[src/rtl/swara_sequencer_if.sv]
// Note stream from a melody source into the swara sequencer.
// Ports: note_valid/note_idx/note_len are driven by the source (master) and note_ready by the sequencer (slave).
// A note is accepted in any cycle where note_valid and note_ready are both high.
interface swara_sequencer_if;
  logic       note_valid;  // source has a (note, length) pair available
  logic       note_ready;  // sequencer takes the pair this cycle
  logic [4:0] note_idx;    // 0..20 swara, 30 end-of-song, 31 rest, 21..29 treated as rest
  logic [2:0] note_len;    // beats - 1

  modport master (
    output note_valid,
    output note_idx,
    output note_len,
    input  note_ready
  );

  modport slave (
    input  note_valid,
    input  note_idx,
    input  note_len,
    output note_ready
  );
endinterface

[src/rtl/swara_sequencer.sv]
// Purpose: plays a melody by fetching (note, length) pairs and holding each swara for whole beats.
// Latency: a note accepted at edge N sounds from N+1 for (note_len+1)*TICKS_PER_BEAT cycles.
// Backpressure: note_ready is high only in FETCH (and never while stop/rst is high); no data is consumed otherwise.
//
// Ports:
//   clk, rst            sole clock, synchronous active-high reset
//   start, stop         player control; start only acts when idle, stop aborts from any state
//   note (slave)        upstream note stream, see swara_sequencer_if
//   swara_idx, tone_en  drive of the tone generator (31 = silence)
//   note_strobe         one-cycle pulse on the first cycle of every accepted note, rests included
//   busy, song_done     state != IDLE; one-cycle pulse when the end-of-song marker is taken
//
// Build option: define SWARA_GAP_EN to add a silent articulation gap of GAP_TICKS cycles after every
// sounded note. Without it neither the GAP state nor its counter exists.
module swara_sequencer #(
  parameter int TICKS_PER_BEAT = 15_000_000,
  parameter int GAP_TICKS      = TICKS_PER_BEAT / 10
) (
  input  logic                   clk,
  input  logic                   rst,
  input  logic                   start,
  input  logic                   stop,
  swara_sequencer_if.slave       note,
  output logic [4:0]             swara_idx,
  output logic                   tone_en,
  output logic                   note_strobe,
  output logic                   busy,
  output logic                   song_done
);

  localparam int            TW        = $clog2(TICKS_PER_BEAT);
  localparam logic [TW-1:0] TICK_LAST = TW'(TICKS_PER_BEAT - 1);

  localparam logic [4:0] IDX_SILENT   = 5'd31;
  localparam logic [4:0] IDX_END      = 5'd30;
  localparam logic [4:0] IDX_MAX_TONE = 5'd20;

  // Catch unusable timing parameters at elaboration instead of producing a silent or stuck player.
  if (TICKS_PER_BEAT < 2 || GAP_TICKS < 1) begin : g_param_check
    $error("swara_sequencer: TICKS_PER_BEAT must be >= 2 and GAP_TICKS >= 1");
  end

  typedef enum logic [2:0] {
    S_IDLE  = 3'd0,
    S_FETCH = 3'd1,
    S_PLAY  = 3'd2,
`ifdef SWARA_GAP_EN
    S_GAP   = 3'd4,
`endif
    S_DONE  = 3'd3
  } state_t;

  state_t        state;
  state_t        next_state;

  logic [TW-1:0] tick_cnt;
  logic [2:0]    beat_cnt;
  logic          note_end;

  // The note being played: swara to drive and whether it is sounded at all (rests are not).
  logic [4:0]    note_swara;
  logic          note_tone;
  logic [4:0]    note_swara_nxt;
  logic          note_tone_nxt;

  logic          handshake;
  logic          hs_tone;
  logic          hs_end;

  logic [4:0]    swara_idx_nxt;
  logic          tone_en_nxt;
  logic          note_strobe_nxt;
  logic          busy_nxt;
  logic          song_done_nxt;

  // ---------------------------------------------------------------------------
  // Upstream handshake
  // ---------------------------------------------------------------------------
  // Ready is decoded straight from the state so the source sees it in the same cycle; stop and rst
  // mask it so that no note is swallowed on the cycle the player is being torn down.
  assign note.note_ready = (state == S_FETCH) && !stop && !rst;
  assign handshake       = note.note_valid && note.note_ready;
  assign hs_end          = (note.note_idx == IDX_END);
  assign hs_tone         = (note.note_idx <= IDX_MAX_TONE);

  // Last cycle of a note: final tick of the final beat.
  assign note_end = (state == S_PLAY) && (tick_cnt == TICK_LAST) && (beat_cnt == 3'd0);

`ifdef SWARA_GAP_EN
  localparam int            GW       = (GAP_TICKS > 1) ? $clog2(GAP_TICKS) : 1;
  localparam logic [GW-1:0] GAP_LAST = GW'(GAP_TICKS - 1);

  logic [GW-1:0] gap_cnt;

  always_ff @(posedge clk) begin
    if (rst) begin
      gap_cnt <= '0;
    end else if (state == S_GAP && !stop && gap_cnt != GAP_LAST) begin
      gap_cnt <= gap_cnt + GW'(1);
    end else begin
      gap_cnt <= '0;
    end
  end
`endif

  // ---------------------------------------------------------------------------
  // FSM: state register
  // ---------------------------------------------------------------------------
  always_ff @(posedge clk) begin
    if (rst) begin
      state <= S_IDLE;
    end else begin
      state <= next_state;
    end
  end

  // ---------------------------------------------------------------------------
  // FSM: next-state logic
  // ---------------------------------------------------------------------------
  always_comb begin
    next_state = state;
    if (stop) begin
      next_state = S_IDLE;
    end else begin
      case (state)
        S_IDLE: begin
          if (start) next_state = S_FETCH;
        end
        S_FETCH: begin
          // No valid note simply keeps us waiting here, silent.
          if (handshake) next_state = hs_end ? S_DONE : S_PLAY;
        end
        S_PLAY: begin
          if (note_end) begin
`ifdef SWARA_GAP_EN
            next_state = note_tone ? S_GAP : S_FETCH;
`else
            next_state = S_FETCH;
`endif
          end
        end
`ifdef SWARA_GAP_EN
        S_GAP: begin
          if (gap_cnt == GAP_LAST) next_state = S_FETCH;
        end
`endif
        S_DONE: begin
          next_state = S_IDLE;
        end
        default: begin
          next_state = S_IDLE;
        end
      endcase
    end
  end

  // ---------------------------------------------------------------------------
  // FSM: output logic
  // ---------------------------------------------------------------------------
  // Outputs are computed from the state being entered and registered, so every output toggles
  // together with the state register and is glitch-free at the tone generator.
  always_comb begin
    note_swara_nxt = note_swara;
    note_tone_nxt  = note_tone;
    if (handshake) begin
      note_tone_nxt  = hs_tone;
      // Invalid indices 21..29 play exactly like an explicit rest.
      note_swara_nxt = hs_tone ? note.note_idx : IDX_SILENT;
    end

    swara_idx_nxt = IDX_SILENT;
    tone_en_nxt   = 1'b0;
    case (next_state)
      S_PLAY: begin
        swara_idx_nxt = note_swara_nxt;
        tone_en_nxt   = note_tone_nxt;
      end
`ifdef SWARA_GAP_EN
      S_GAP: begin
        // The index is held through the gap so the generator only sees its enable drop.
        swara_idx_nxt = note_swara;
      end
`endif
      default: begin
      end
    endcase

    note_strobe_nxt = handshake && !hs_end;
    busy_nxt        = (next_state != S_IDLE);
    song_done_nxt   = (next_state == S_DONE);
  end

  always_ff @(posedge clk) begin
    if (rst) begin
      swara_idx   <= IDX_SILENT;
      tone_en     <= 1'b0;
      note_strobe <= 1'b0;
      busy        <= 1'b0;
      song_done   <= 1'b0;
      note_swara  <= IDX_SILENT;
      note_tone   <= 1'b0;
    end else begin
      swara_idx   <= swara_idx_nxt;
      tone_en     <= tone_en_nxt;
      note_strobe <= note_strobe_nxt;
      busy        <= busy_nxt;
      song_done   <= song_done_nxt;
      note_swara  <= stop ? IDX_SILENT : note_swara_nxt;
      note_tone   <= stop ? 1'b0 : note_tone_nxt;
    end
  end

  // ---------------------------------------------------------------------------
  // Beat timing
  // ---------------------------------------------------------------------------
  // The tick counter runs 0..TICKS_PER_BEAT-1 within each beat while the beat counter counts down
  // from note_len; a tick wrap with the beat counter at zero is the end of the note. Both are held
  // at zero outside PLAY so an aborted note leaves nothing behind.
  always_ff @(posedge clk) begin
    if (rst) begin
      tick_cnt <= '0;
      beat_cnt <= '0;
    end else if (handshake) begin
      tick_cnt <= '0;
      beat_cnt <= note.note_len;
    end else if (state == S_PLAY && !stop) begin
      if (tick_cnt == TICK_LAST) begin
        tick_cnt <= '0;
        if (beat_cnt != 3'd0) beat_cnt <= beat_cnt - 3'd1;
      end else begin
        tick_cnt <= tick_cnt + TW'(1);
      end
    end else begin
      tick_cnt <= '0;
      beat_cnt <= '0;
    end
  end

endmodule
[src/flat_wrapper.sv]
// flat-port wrapper written by rule: the top's interface ports become plain ports
module swara_sequencer_flat 
#(
  parameter int TICKS_PER_BEAT = 15_000_000,
  parameter int GAP_TICKS      = TICKS_PER_BEAT / 10
)
  (clk, rst, start, stop, swara_idx, tone_en, note_strobe, busy, song_done, note_note_valid, note_note_idx, note_note_len, note_note_ready);
  swara_sequencer_if note_i ();
  input  logic clk;
  input  logic rst;
  input  logic start;
  input  logic stop;
  output logic [4:0] swara_idx;
  output logic tone_en;
  output logic note_strobe;
  output logic busy;
  output logic song_done;
  input wire logic [$bits(note_i.note_valid)-1:0] note_note_valid;
  input wire logic [$bits(note_i.note_idx)-1:0] note_note_idx;
  input wire logic [$bits(note_i.note_len)-1:0] note_note_len;
  output wire logic [$bits(note_i.note_ready)-1:0] note_note_ready;
  assign note_i.note_valid = note_note_valid;
  assign note_i.note_idx = note_note_idx;
  assign note_i.note_len = note_note_len;
  assign note_note_ready = note_i.note_ready;
  swara_sequencer #(.TICKS_PER_BEAT(TICKS_PER_BEAT), .GAP_TICKS(GAP_TICKS)) u_core (.clk(clk), .rst(rst), .start(start), .stop(stop), .note(note_i), .swara_idx(swara_idx), .tone_en(tone_en), .note_strobe(note_strobe), .busy(busy), .song_done(song_done));
endmodule
[config.mk]
export PLATFORM = sky130hd
export DESIGN_NAME = swara_sequencer_flat
export DESIGN_NICKNAME = d
export VERILOG_FILES = /design/src/rtl/swara_sequencer_if.sv /design/src/rtl/swara_sequencer.sv /design/src/flat_wrapper.sv
export SDC_FILE = /design/constraint.sdc
export NUM_CORES = 1
export LEC_CHECK = 0
export CORE_ASPECT_RATIO = 0.75
export CORE_MARGIN = 2
export CORE_UTILIZATION = 59
export DETAILED_ROUTE_END_ITERATION = 7
export MAX_ROUTING_LAYER = met4
export PLACE_DENSITY = 0.83
export SLEW_MARGIN = 25
export SYNTH_ARGS = -nofsm -noshare
export SYNTH_HDL_FRONTEND = slang
export SYNTH_SLANG_ARGS = --single-unit
[constraint.sdc]
create_clock -name clk -period 4.8 [get_ports clk]
set_clock_uncertainty 0.1 [all_clocks]
set_input_delay 0.96 -clock clk [delete_from_list [all_inputs] [get_ports clk]]
set_output_delay 0.96 -clock clk [all_outputs]
set_load 0.05 [all_outputs]
Yosys cells after proc, flatten, opt, wreduce, memory -nomap -nowiden
Cells that the tools add are included. W data, S select, Z words.

Register bits: 45. Input bits: 13.

Muxes and demuxes: 13. Equal/unequal tests: 8. Reductions and logical operators: 18. Order comparisons: 1. Bitwise operators: 2. $add $sub $neg: 2.

Operators with widths (count): $add A24 B1 Y24 const B (1); $eq A24 B24 Y1 const B (1); $mux W3 (8); $mux W5 (2); $eq A3 B2 Y1 const B (3); $pmux W3 S3 (1); $logic_and A1 B1 Y1 (7); $logic_not A3 Y1 (2); $ne A3 B2 Y1 const B (2); $reduce_bool A3 Y1 (2); $eq A5 B5 Y1 const B (1); $le A5 B5 Y1 const B (1); $reduce_or A2 Y1 (2); $reduce_or A4 Y1 (1); $eq A3 B1 Y1 const B (1); $logic_not A1 Y1 (3); $sub A3 B1 Y3 const B (1); $mux W1 (2); $not A1 Y1 (2); $reduce_and A2 Y1 (1).

Depth between registers and ports, before layout
Gate-level depths: netlist of run 1.

Depth after elaboration: 10. Depth in mapped cells: 8. Mapped depth without buffers: 8.

Worst setup path after synthesis of run 1
Ideal clock, no wire load.

Path type: in2out. From: in rst. To: out note_note_ready. Slack: 1.060 ns. Required time: 3.740 ns. Arrival: 2.680 ns. Cell stages on the path: 4. Buffers on the path: 2. Path through: buf_6 > or3_1 > buf_6 > nor3b_1.

Word-level cells in the longest chain between the ends: 2.

RTL lines: from (decl) (line flat_wrapper.sv:10) `input logic rst;`; $logic_not A1 Y1 (line swara_sequencer.sv:81) `assign note.note_ready = (state == S_FETCH) && !stop && !rst;`; $logic_and A1 B1 Y1 (line swara_sequencer.sv:81); to (decl) (line flat_wrapper.sv:21) `output wire logic [$bits(note_i.note_ready)-1:0] note_note_ready;`.

Every way passes these cells.

Worst setup path in the final report of run 1
Same ends and word-level chain as after synthesis.

==> results of run 1 <==
==> through the flow <==
stage	instances	utilization [%]	cell area [um2]	hold WS, ns	worst slack [ns]
floorplan	230	-	2060	0.333	1.06
global placement	283	68.3	2260	0.343	0.660
detailed placement	283	68.3	2260	0.350	0.642
CTS	291	71.2	2360	0.371	0.635
global route	291	71.2	2360	0.403	0.515
finish	291	71.2	2360	0.371	0.649
==> power by group through the flow <==
stage / clock network, mW / registers [mW] / logic, mW
3_3_place_gp: 0 / 0.383 / 0.0229
2_1_floorplan: 0 / 0.384 / 0.00986
3_5_place_dp: 0 / 0.383 / 0.0233
4_1_cts: 0.252 / 0.375 / 0.0235
6_report: 0.253 / 0.375 / 0.0237
5_1_grt: 0.262 / 0.375 / 0.0255
==> worst register-to-register path, cell delays in order (launching register included) <==
cell and delay [ns]:
dfxtp_1 0.40, ha_1 0.22, and4_1 0.38, nand4_1 0.14
o21ai_1 0.64, buf_4 0.33, o21ba_2 0.18
==> synthesized netlist by cell type, drive strengths merged <==
cell type | instances | area, um2
inv | 8 | 30.0
buf | 10 | 71.3
or4b | 1 | 10.0
nand3 | 13 | 65.1
mux2 | 2 | 22.5
nor3 | 4 | 20.0
o21ba | 1 | 10.0
xor2 | 6 | 52.6
o31a | 1 | 8.76
dfxtp | 45 | 901
a21oi | 14 | 70.1
xnor2 | 5 | 43.8
o211ai | 3 | 22.5
or4 | 5 | 37.5
nand2b | 1 | 6.26
o32a | 2 | 22.5
nor2 | 27 | 101
ha | 3 | 37.5
o21ai | 8 | 40.0
mux2i | 2 | 20.0
nor3b | 3 | 27.5
nand2 | 14 | 52.6
nor4bb | 1 | 10.0
conb | 1 | 3.75
a31o | 1 | 8.76
and3 | 3 | 18.8
nor4b | 1 | 8.76
or3 | 6 | 37.5
a31oi | 1 | 6.26
a221oi | 2 | 17.5
o31ai | 5 | 37.5
and4 | 5 | 43.8
nor4 | 3 | 18.8
o21a | 3 | 22.5
nand3b | 1 | 11.3
and4b | 1 | 10.0
a21o | 1 | 7.51
o2111ai | 3 | 26.3
nand4 | 8 | 56.3
and2 | 3 | 18.8
or2 | 3 | 18.8
==> cells by family after synthesis <==
| kind of cell | after synthesis |
|---|---|
| compound gates | 45 |
| fa+ha+maj | 3 |
| flops | 45 |
| mux | 4 |
| buf+inv | 18 |
| xor+xnor | 11 |
| other cells | 1 |
| simple gates | 103 |
==> cell usage in the layout (no fill, tap or decap), types with 2 or more instances in the layout <==
master,count
xor2_1,6
nand2_1,14
o211ai_1,3
mux2_2,2
or3_1,6
xnor2_1,5
nor3b_1,2
or4_1,5
o32a_2,2
mux2i_1,2
o2111ai_1,3
nor3_1,4
dfxtp_1,45
o21ai_0,7
o21a_1,3
clkdlybuf4s50_1,22
clkbuf_8,6
and2_1,3
o31ai_1,5
or2_1,2
nor2_1,27
a221oi_1,2
a21oi_1,14
nor4_1,3
nand4_1,7
inv_1,8
and4_1,5
ha_1,3
nand3_1,13
and3_1,3
==> flip-flops by register name, indices dropped and copies added (netlist names), 3 cells and up <==
register and cells:
u_core.beat_cnt 3, u_core.note_swara 5, u_core.swara_idx 5, u_core.tick_cnt 24
u_core.state 3
==> cell type report <==
class                   count  share of cell area [%]
clock buffers               6                    3.50
clock inverters             2                   0.584
inverters                   8                    1.27
multi-input cells         167                    44.7
flip-flops and latches     45                    38.2
well taps                  40                    2.12
repair buffers             23                    9.66
==> layer usage <==
layer,up-vias,GRT usage (%),share of wire (%)
li1,880,-,-
met4,0,7.86,1.5
met2,52,35.2,43
met3,6,4.89,5.1
met5,-,-,0
met1,794,34.2,51
==> path summary, 6_finish.rpt <==
kind,start,end,slack (ns),cells past startpoint
worst min-delay path,u_core.note_swara[2],u_core.note_swara[2],0.37,2
worst min register to register,u_core.note_swara[2],u_core.note_swara[2],0.37,2
worst max-delay path,rst,note_note_ready,0.65,4
worst max register to register,u_core.tick_cnt[0],u_core.tick_cnt[23],2.31,6
==> impl_metrics.json, run 1 <==
{
  "status": "finished clean",
  "cap_violations": 0,
  "post-cts-setup-buffers": 0,
  "crit_family": "buffers and inverters",
  "p_clk_share_pct": 38.8,
  "worstSetupPathType": "in2out",
  "core_area_um2": 3310,
  "powerDensity_nw_per_um2": 276,
  "synth_compound_area_share_pct": 14.6,
  "maxSlewHeadroom_pct": 47.9,
  "wl_um": 4310,
  "period_share_pct": 86.5,
  "root_buffer": "clkbuf_8",
  "clkTransAtPathRegs_ns": 0.08,
  "overflow": 0,
  "worstSkewPairLatency_ns": 0.31,
  "synth_area_per_cell_um2": 8.94,
  "h-tree-depth": 2,
  "antenna_found_initial": 0,
  "die_h_um": 55.1,
  "seq_area_um2": 901,
  "ant_nets": 0,
  "first_global_vias": 1530,
  "cts_sinks": 45,
  "cts_tree": "built",
  "tns_ns": 0,
  "peakVddDrop_uv": 204,
  "cts_hold_buffers": 0,
  "critPathArrivalTime_ns": 3.09,
  "post-route-min-period_ns": 4.15,
  "grt_usage_pct": 24.3,
  "yosys.area_share.adder_pct": 1.83,
  "grt_max_degree": 16,
  "rows": 18,
  "multi_input_area_um2": 1050,
  "wire_per_inst_um": 14.8,
  "critPathRequiredTime_ns": 3.74,
  "start_kind": "input port",
  "fillers": 257,
  "yosys.area_share.simple_pct": 27.9,
  "syn_inst": 230,
  "cp-end-kind": "primary output",
  "drv_slew": 0,
  "swShare_pct": 22.8,
  "syn-cell-area_um2": 2060,
  "dieArea_um2": 3980,
  "p_int_uw": 503,
  "cts_buffers": 5,
  "path_common_cell": "clkdlybuf4s50_1",
  "power_uw": 651,
  "syn_to_final_growth_pct": 14.7,
  "synth_top_family_by_area": "simple AND/OR/NAND/NOR gates",
  "finalHoldViolations": 0,
  "synth_nets": 246,
  "antennaDiodeCount": 0,
  "path_cells": "clkdlybuf4s50_1 -> or3_1 -> nor3b_1 -> clkdlybuf4s50_1",
  "fp.dieW_um": 72.2,
  "clk_path_buf_depth": 2,
  "rsz0062_at_grt": "no",
  "fmax_mhz": 241,
  "crit_slowest_cell": "clkdlybuf4s50_1",
  "synth_xor_area_share_pct": 4.69,
  "dp_hpwl_um": 3120,
  "gp_congestion": 0.815,
  "start_util_pct": 62.1,
  "p_seq_share_pct": 57.6,
  "post_cts_resized": 0,
  "fin_nets": 266,
  "dr.pass1.iters": 5,
  "hold_path.class": "reg2reg",
  "path_max_fanout": 10,
  "io_pins": 23,
  "yosys_register_bits": 45,
  "p_leak_nw": 0.778,
  "combPwrFrac_pct": 3.6,
  "path_buf_inv": 2,
  "route.detailed.drc": 0,
  "yosys_warnings": 0,
  "finalSetupViolations": 0,
  "drive_gt1_share_pct": 7.57,
  "drt-initial-drc-count": 141,
  "yosysUniqueCellTypes": 47,
  "muxShareOfSynthArea_pct": 2.07,
  "viasPerCell": 5.95,
  "slowest_delay_ns": 0.83,
  "port_buffers": 22,
  "grt_pass1_wl_um": 7050,
  "p_sw_uw": 148,
  "ys_seq_area_share_pct": 43.8,
  "vias": 1732,
  "worst-slew-pin-transition_ns": 0.776
}
(Power assumes the default switching activity.)
==> inputs of run 2 (changes only) <==
--- a/config.mk
+++ b/config.mk
@@ -7,10 +7,11 @@
 export LEC_CHECK = 0
 export CORE_ASPECT_RATIO = 0.75
 export CORE_MARGIN = 2
-export CORE_UTILIZATION = 59
+export CORE_UTILIZATION = 50
 export DETAILED_ROUTE_END_ITERATION = 7
+export GPL_ROUTABILITY_DRIVEN = 1
 export MAX_ROUTING_LAYER = met4
-export PLACE_DENSITY = 0.83
+export PLACE_DENSITY = 0.75
 export SLEW_MARGIN = 25
 export SYNTH_ARGS = -nofsm -noshare
 export SYNTH_HDL_FRONTEND = slang
==> constraint.sdc (replaced) <==
create_clock -name clk -period 3.35 [get_ports clk]
set_clock_uncertainty 0.1 [all_clocks]
set_input_delay 0.67 -clock clk [delete_from_list [all_inputs] [get_ports clk]]
set_output_delay 0.67 -clock clk [all_outputs]
set_load 0.05 [all_outputs]
==> run 2 against run 1 <==
  * Hold slack got worse by 0.0052 ns
  * Die area increased by 17%
  * Worst setup slack got worse by 0.15 ns
  * Critical path type unchanged
  * Non-clock buffer count increased by 4
  * Via count decreased by 0.35%
  * Total power increased by 51%
  * Sequential share of layout area decreased by 1.2 points
  * Cell area increased by 3.3%
  * Global-route usage decreased by 5.3 points
  * Register-to-register slack got worse by 1.4 ns
  * Flip-flop and latch count unchanged
==> impl_metrics.json, run 2 (synthesis gave the netlist of run 1 again) <==
{
  "root_buffer": "clkbuf_8",
  "powerDensity_nw_per_um2": 404,
  "clkTransAtPathRegs_ns": 0.09,
  "cts_buffers": 5,
  "critPathRequiredTime_ns": 2.58,
  "multi_input_area_um2": 1050,
  "overflow": 0,
  "seq_area_um2": 901,
  "status": "finished clean",
  "cp-end-kind": "primary output",
  "drv_slew": 0,
  "port_buffers": 22,
  "core_area_um2": 4000,
  "clk_path_buf_depth": 2,
  "layout_common_cells": "45 x dfxtp_1, 27 x nor2_1, 21 x clkdlybuf4s50_1, 14 x a21oi_1, 14 x nand2_1",
  "start_kind": "input port",
  "drt-initial-drc-count": 108,
  "worstSkewPairLatency_ns": 0.30,
  "ant_nets": 0,
  "peakVddDrop_uv": 311,
  "fin_nets": 270,
  "top_regs": "u_core.tick_cnt (24), u_core.note_swara (5), u_core.swara_idx (5)",
  "wire_per_inst_um": 13.2,
  "cts_hold_buffers": 0,
  "crit_slowest_cell": "clkdlybuf4s50_1",
  "critPathArrivalTime_ns": 2.08,
  "r2r-start": "u_core.tick_cnt[0]",
  "reg2reg_to": "u_core.tick_cnt[9]",
  "route.detailed.drc": 0,
  "path_cells": "clkdlybuf4s50_1 -> or3_1 -> nor3b_1 -> buf_12",
  "fmax_mhz": 351,
  "p_leak_nw": 0.805,
  "first_global_vias": 1436,
  "cts_sinks": 45,
  "antennaDiodeCount": 0,
  "whs_endpoint": "u_core.note_swara[2]",
  "post_cts_resized": 0,
  "drive_gt1_share_pct": 9.41,
  "rsz0062_at_grt": "no",
  "largest_register": "u_core.tick_cnt",
  "vias": 1726,
  "hold_path.class": "reg2reg",
  "regToRegSetupSlack_ns": 0.87,
  "dp_hpwl_um": 2990,
  "grt_usage_pct": 19.0,
  "cts_tree": "built",
  "wl_um": 4100,
  "syn_to_final_growth_pct": 18.5,
  "path_max_fanout": 4,
  "start_util_pct": 51.3,
  "finalHoldViolations": 0,
  "io_pins": 23,
  "dieArea_um2": 4650,
  "worstSetupPathType": "in2out",
  "grt_pass1_wl_um": 6640,
  "post-cts-setup-buffers": 0,
  "maxSlewHeadroom_pct": 35.5,
  "fillers": 354,
  "viasPerCell": 5.57,
  "hp-start": "u_core.note_swara[2]",
  "gp_congestion": 0.805,
  "largest_reg_flops": 24,
  "grt_max_degree": 16,
  "layout_commonest_cell": "dfxtp_1",
  "rr_worst_depth": 6,
  "fp.dieW_um": 78.0,
  "h-tree-depth": 2,
  "tns_ns": 0,
  "post-route-min-period_ns": 2.85,
  "cap_violations": 0,
  "die_h_um": 59.5,
  "rows": 20,
  "worst-slew-pin-transition_ns": 0.961,
  "finalSetupViolations": 0,
  "antenna_found_initial": 0,
  "slowest_delay_ns": 0.46,
  "whs_ns": 0.366,
  "dr.pass1.iters": 4,
  "period_share_pct": 85.1,
  "holdPathStages": 2
}
-- run 2: changes by cell type in the layout (fill, tap and decap cells not counted), sizes merged --
cell,change
clkdlybuf4s50,-1
clkbuf,-1
clkinvlp,+1
clkinv,-1
bufinv,+1
buf,+5
-- run 2: worst max-delay path: cells and delay by family --
kind                   cells  cell delay, ns
buffers and inverters      2            0.65
AND/OR/NAND/NOR            2            0.76
-- run 2: per-stage QoR --
stage / power (mW) / std cells / util (%) / cell area (um2) / worst slack (ns)
floorplan: 0.564 / 230 / - / 2060 / 0.190
global placement: 0.585 / 302 / 58.0 / 2320 / 0.488
detailed placement: 0.585 / 302 / 58.0 / 2320 / 0.505
CTS: 0.992 / 310 / 60.8 / 2440 / 0.496
global route: 1.01 / 310 / 60.8 / 2440 / 0.430
finish: 0.983 / 310 / 60.8 / 2440 / 0.498
-- run 2: how the worst max path moves through the flow --
stage / from / to / slack, ns
finish: stop / note_note_ready / 0.50
floorplan: rst / note_note_ready / 0.19
CTS: stop / note_note_ready / 0.50
detailed placement: stop / note_note_ready / 0.50
global route: stop / note_note_ready / 0.43
global placement: stop / note_note_ready / 0.49
-- run 2: cell type report --
cell class	count	area share (%)
clock buffers	5	2.82
multi-input cells	167	43.2
inverters	8	1.23
well taps	55	2.82
flip-flops and latches	45	37.0
clock inverters	3	1.90
repair buffers	27	11.0
-- run 2: power breakdown --
group          switching, mW  internal (mW)  total (mW)
sequential           0.00119          0.536       0.537
clock                  0.187          0.223       0.410
combinational         0.0172         0.0194      0.0366
total                  0.205          0.778       0.983
-- run 2: layer usage --
layer,up-vias,share of wire [%],GRT usage (%)
li1,893,-,-
met1,802,56,27.8
met2,24,39,25.4
met3,7,3.6,4.27
met4,0,1.3,6.77
met5,-,0,-
==> inputs of run 3 (changes only) <==
--- a/config.mk
+++ b/config.mk
@@ -16,3 +16,4 @@
 export SYNTH_ARGS = -nofsm -noshare
 export SYNTH_HDL_FRONTEND = slang
 export SYNTH_SLANG_ARGS = --single-unit
+export TNS_END_PERCENT = 100
==> results of run 3 <==
Same layout as run 2: the final DEF is identical, and so are final timing and power.
